===== config.mk =====
export PLATFORM = sky130hd
export DESIGN_NAME = reg_dest_pipeline
export DESIGN_NICKNAME = d
export VERILOG_FILES = /design/src/rtl/reg_dest_pipeline.sv
export SDC_FILE = /design/constraint.sdc
export NUM_CORES = 1
export LEC_CHECK = 0
export ABC_CLOCK_PERIOD_IN_PS = 2130
export BUFFER_PORTS_ARGS = -buffer_cell sky130_fd_sc_hd__clkbuf_2
export CORE_ASPECT_RATIO = 0.75
export CORE_MARGIN = 2
export CORE_UTILIZATION = 40
export CTS_CLUSTER_SIZE = 25
export DETAILED_ROUTE_END_ITERATION = 8
export PLACE_DENSITY = 0.68
export RECOVER_POWER = 50
export SYNTH_ARGS = -nofsm -noshare
export SYNTH_HDL_FRONTEND = slang
export SYNTH_SLANG_ARGS = --single-unit
export TNS_END_PERCENT = 100

===== constraint.sdc =====
create_clock -name clk -period 2.13 [get_ports clk]
set_input_delay 0.213 -clock clk [delete_from_list [all_inputs] [get_ports clk]]
set_output_delay 0.213 -clock clk [all_outputs]
set_load 0.01 [all_outputs]

===== src/rtl/reg_dest_pipeline.sv =====
// Register-destination select plus a STAGES-deep writeback shift pipeline
// with RAW hazard detection against every in-flight destination.
module reg_dest_pipeline #(
  parameter int ADDR_W       = 5,
  parameter int STAGES       = 3,
  parameter int FLUSH_STAGES = 1,
  parameter int SP_REG       = 29,
  parameter int FP_REG       = 30,
  parameter int RA_REG       = 31,
  localparam int HW          = $clog2(STAGES + 1)
) (
  input  logic              clk,
  input  logic              reset,
  input  logic [2:0]        seletor_regdest,
  input  logic [ADDR_W-1:0] RT,
  input  logic [ADDR_W-1:0] RD,
  input  logic              wr_en_in,
  input  logic              advance,
  input  logic              flush,
  input  logic [ADDR_W-1:0] src_a,
  input  logic [ADDR_W-1:0] src_b,
  output logic [ADDR_W-1:0] mux_RegDest_output,
  output logic [ADDR_W-1:0] dest_out,
  output logic              wr_en_out,
  output logic              hazard_a,
  output logic              hazard_b,
  output logic [HW-1:0]     hit_stage_a,
  output logic [HW-1:0]     hit_stage_b
);

  typedef struct packed {
    logic              valid;
    logic [ADDR_W-1:0] dest;
  } stage_t;

  logic   legal;
  stage_t entry;
  stage_t stg  [1:STAGES];
  stage_t prev [1:STAGES];

  always_comb begin
    legal              = 1'b1;
    mux_RegDest_output = '0;
    unique case (seletor_regdest)
      3'b000:  mux_RegDest_output = RT;
      3'b001:  mux_RegDest_output = RD;
      3'b010:  mux_RegDest_output = ADDR_W'(SP_REG);
      3'b011:  mux_RegDest_output = ADDR_W'(FP_REG);
      3'b100:  mux_RegDest_output = ADDR_W'(RA_REG);
      default: legal = 1'b0;
    endcase
  end

  // $zero is never written, so it is never tracked either
  always_comb begin
    entry.valid = wr_en_in & legal & (mux_RegDest_output != '0);
    entry.dest  = entry.valid ? mux_RegDest_output : '0;
  end

  assign prev[1] = entry;

  for (genvar k = 1; k <= STAGES; k++) begin : g_stage
    localparam bit KILL = (k <= FLUSH_STAGES);

    if (k > 1) begin : g_link
      assign prev[k] = stg[k-1];
    end

    always_ff @(posedge clk or negedge reset) begin
      if (!reset) begin
        stg[k] <= '0;
      end else if (KILL && flush) begin
        stg[k] <= '0;
      end else if (advance) begin
        stg[k] <= prev[k];
      end
    end
  end

  assign dest_out  = stg[STAGES].dest;
  assign wr_en_out = stg[STAGES].valid;

  // Scan oldest to youngest so the nearest stage wins
  always_comb begin
    hit_stage_a = '0;
    hit_stage_b = '0;
    for (int k = STAGES; k >= 1; k--) begin
      if (stg[k].valid && src_a != '0 && stg[k].dest == src_a)
        hit_stage_a = HW'(k);
      if (stg[k].valid && src_b != '0 && stg[k].dest == src_b)
        hit_stage_b = HW'(k);
    end
  end

  assign hazard_a = (hit_stage_a != '0);
  assign hazard_b = (hit_stage_b != '0);

endmodule


# == Word level (Yosys, flattened, before mapping) ==
# Cells that the tools add are included.
# op_classes
add_sub_neg,0
multipliers,0
div_mod_pow,0
magnitude_cmp,0
eq_ne,10
n_shift,0
n_mux,11
n_bitwise,2
n_reduce_logical,20
# ops
cell,count
$eq A5 B5 Y1,6
$pmux W5 S5,1
$reduce_bool A5 Y1,3
$logic_and A1 B1 Y1,12
$mux W2,6
$mux W6,2
$eq A3 B2 Y1 const B,2
$reduce_bool A2 Y1,3
$mux W5,1
$reduce_or A5 Y1,1
$eq A3 B1 Y1 const B,1
$eq A3 B3 Y1 const B,1
$logic_not A3 Y1,1
$and A1 B1 Y1,2
$mux W1,1
# totals
regBits,18
latchBits,0
ram_bits,0
romBits,0
inputBits,28
output_inout_bits,17
word_cells,49
mem_count,0

# == Depth between registers and ports, before layout ==
# depth
ltp_word,8
mapped_depth,5
mapped_depth_nobuf,4

# == Worst setup path before layout ==
# OpenSTA, ideal clock, no wires.
# synth_path
kind,register -> output
from,"register stg, in the netlist dest_out[1]"
to,output port hit_stage_b[0]
arrival_ns,1.356
t_required_ns,1.917
path_slack_ns,0.561
stages_incl_launch_ff,4
n_path_buf,0
path_cell_list,dfrtp_1 xor2_1 or4_4 o21ai_1
# synth_via
elab_chain_cells,5
# synth_lines
element,line,rtl
start: declaration,38,stage_t stg [1:STAGES];
start signal: indexed assignment,75,stg[k] <= prev[k];
$eq A5 B5 Y1,90,if (stg[k].valid && src_b != '0 && stg[k].dest == src_b)
$logic_and A1 B1 Y1,90,
$mux W2 (3 in a row),90,
end: declaration,28,output logic [HW-1:0] hit_stage_b
# Every way passes these cells.

# == Worst setup path after layout ==
# layout_path
from,"register stg, in the netlist dest_out[4]"
to,output port hit_stage_a[0]
# layout_via
elab_chain_cells,5
# layout_lines
element,line,rtl
$eq A5 B5 Y1,88,if (stg[k].valid && src_a != '0 && stg[k].dest == src_a)
$logic_and A1 B1 Y1,88,
$mux W2 (3 in a row),88,
end: declaration,27,"output logic [HW-1:0] hit_stage_a,"
# Every way passes these cells.

==> qor.yml <==
syn_inst: 121
finalCriticalPeriod_ps: 2000
path_max_fanout: 4
rows: 17
hold_ws_ps: 160
cts.sinks: 18
maxSlewViolCount: 0
fin_nets: 196
clk_pin_slew_ps: 70
io_buffers: 44
dr.pass1.iters: 4
initial_core_util_pct: 42.1
root_buffer: "clkbuf_8"
yosys.area.top_type: "dfrtp_1"
cts_buffers: 3
grt_pass1_wl_um: 4970
synth.distinct_cells: 31
ys_ff_latch: 18
wire_per_inst_um: 15.5
status: "complete, no violations"
layout_commonest_cell: "clkbuf_2"
insertion_delay_ps: 250
setup_viol: 0
critPathCaptureType: "output port"
dieArea_um2: 3580
final_cells: 205
dpl_worst_slack_ps: 395
final_cell_mix: "42 x clkbuf_2, 22 x xnor2_1, 18 x dfrtp_1, 12 x mux2_2, 8 x xor2_1"
area_growth_pct: 25.5
htree_levels: 1
grt_max_degree: 19
synth_fp_nets: 149
leakage_nw: 0.733
fillers: 278
cts_tree: "yes"
dp_hpwl_um: 2570
antenna_cells: 0
critPathArrivalTime_ps: 1780
crit_path_start_kind: "register"
ys_top_cells_by_area: "dfrtp_1 36%, xnor2_1 15%, mux2_2 11%"
max_freq_mhz: 501
track_usage_pct: 19.2
core_area_um2: 2960
slew_headroom_pct: 33.2
drive_gt1_share_pct: 40.7
crit_type: "reg2out"
synth_top_area_share_pct: 36.2
initialDrtViolationCount: 33
rsz0062_at_grt: "false"
syn-cell-area_um2: 1240
routed_via_density: 5.35
ys_seq_area_share_pct: 36.2
hold_viol_final: 0
syn_area_per_cell_um2: 10.3
cap_viol_max_count: 0
drt-total-wl_um: 3180
ys_warn_count: 0
cts_resized: 0
clockBufferDepth: 2
peakVddDrop_v: 0.000263
power.density_nw_per_um2: 535
antenna_left: 0
finalPower_uw: 834
grt_pass1_vias: 1026
grt-ovfl-total: 0
min_path_type: "in2reg"
vias: 1097
required_ps: 1920
die_y_um: 52.3
drc_errors: 0
worst_slack_ps: 134
worstMarginPinSlew_ps: 1000
fin_tns_setup_ps: 0
finClkSkew_ps: 1.79
io_pins: 45
gp_congestion: 0.880
fp.dieW_um: 68.4
regToRegSetupSlack_ps: 1210
finalCritPeriodShare_pct: 93.7
dp_cells: 200
antenna_found_initial: 0
layout make-up:
class	count	area, µm²	share of cell area (%)
multi-input combinational	100	779	50.0
sequential	18	450	28.9
timing repair buffer	45	228	14.6
clock buffer	4	55.1	3.53
tap	38	47.5	3.05
worst max-delay path: stages (launching register included):
cell	delay, ps
dfrtp_1	460
xnor2_1	170
nand4_1	140
or4_4	460
o21ai_1	160
clkbuf_2	150
registers in the layout, indices dropped and copies added, names as in the netlist:
register / flops
prev: 12
dest_out: 5
wr_en_out: 1
metal layers:
metal / up-vias / track usage (%) / share of wire (%)
met4: 0 / 6.00 / 0.53
li1: 536 / - / -
met2: 31 / 30.1 / 45
met1: 528 / 26.9 / 50
met5: - / 0 / 0
met3: 2 / 3.23 / 4.7
report_power, final:
| group | total [mW] | internal, mW | switching (mW) |
|---|---|---|---|
| logic | 0.178 | 0.0849 | 0.0931 |
| registers | 0.381 | 0.358 | 0.0236 |
| clock network | 0.275 | 0.164 | 0.111 |
| total | 0.834 | 0.607 | 0.228 |
cell usage after synthesis:
cell / number
xnor2_1: 22
dfrtp_1: 18
mux2_2: 12
xor2_1: 8
nand2_1: 7
nand4_1: 6
nor2_1: 6
or4_4: 4
a21oi_1: 3
a22o_1: 3
nand3_1: 3
o22ai_1: 3
a21boi_2: 2
buf_2: 2
nor2_2: 2
nor3_1: 2
o21ai_1: 2
o21bai_1: 2
or4_1: 2
a211oi_2: 1
a31oi_1: 1
clkbuf_1: 1
mux2i_1: 1
nand2b_1: 1
nor2b_1: 1
o221ai_1: 1
o41ai_1: 1
or2_1: 1
or3_1: 1
or3_2: 1
or4bb_1: 1
path summary, 6_finish.rpt:
check                             from        endpoint  depth (start not counted)
max reg2reg                    prev[8]         prev[8]                          3
max in group asynchronous        reset         prev[2]                          2
min reg2reg                    prev[5]         prev[5]                          1
min in group asynchronous        reset         prev[3]                          2
max                        dest_out[4]  hit_stage_a[0]                          5
min                              flush         prev[8]                          2
cell families (layout without fill, tap and decap cells):
logic type,after synthesis,in the layout,synth area share (%)
xor+xnor,30,30,21.1
simple gates,38,38,18.3
compound gates,19,19,11.6
mux,13,13,11.7
flops,18,18,36.2
buf+inv,3,49,1.11
through the flow:
stage / instance area [µm²] / utilization, %
detailed placement: 1500 / 50.7
global placement: 1500 / 50.7
CTS: 1560 / 52.9
finish: 1560 / 52.8
global route: 1560 / 52.8
floorplan: 1240 / -
what timing repair did:
action                    4_1_cts  5_1_grt
hold buffers                    1        0
buffers inserted                0        0
hold endpoints to repair       18        0
Note: power is estimated with default switching activity, not from simulation.
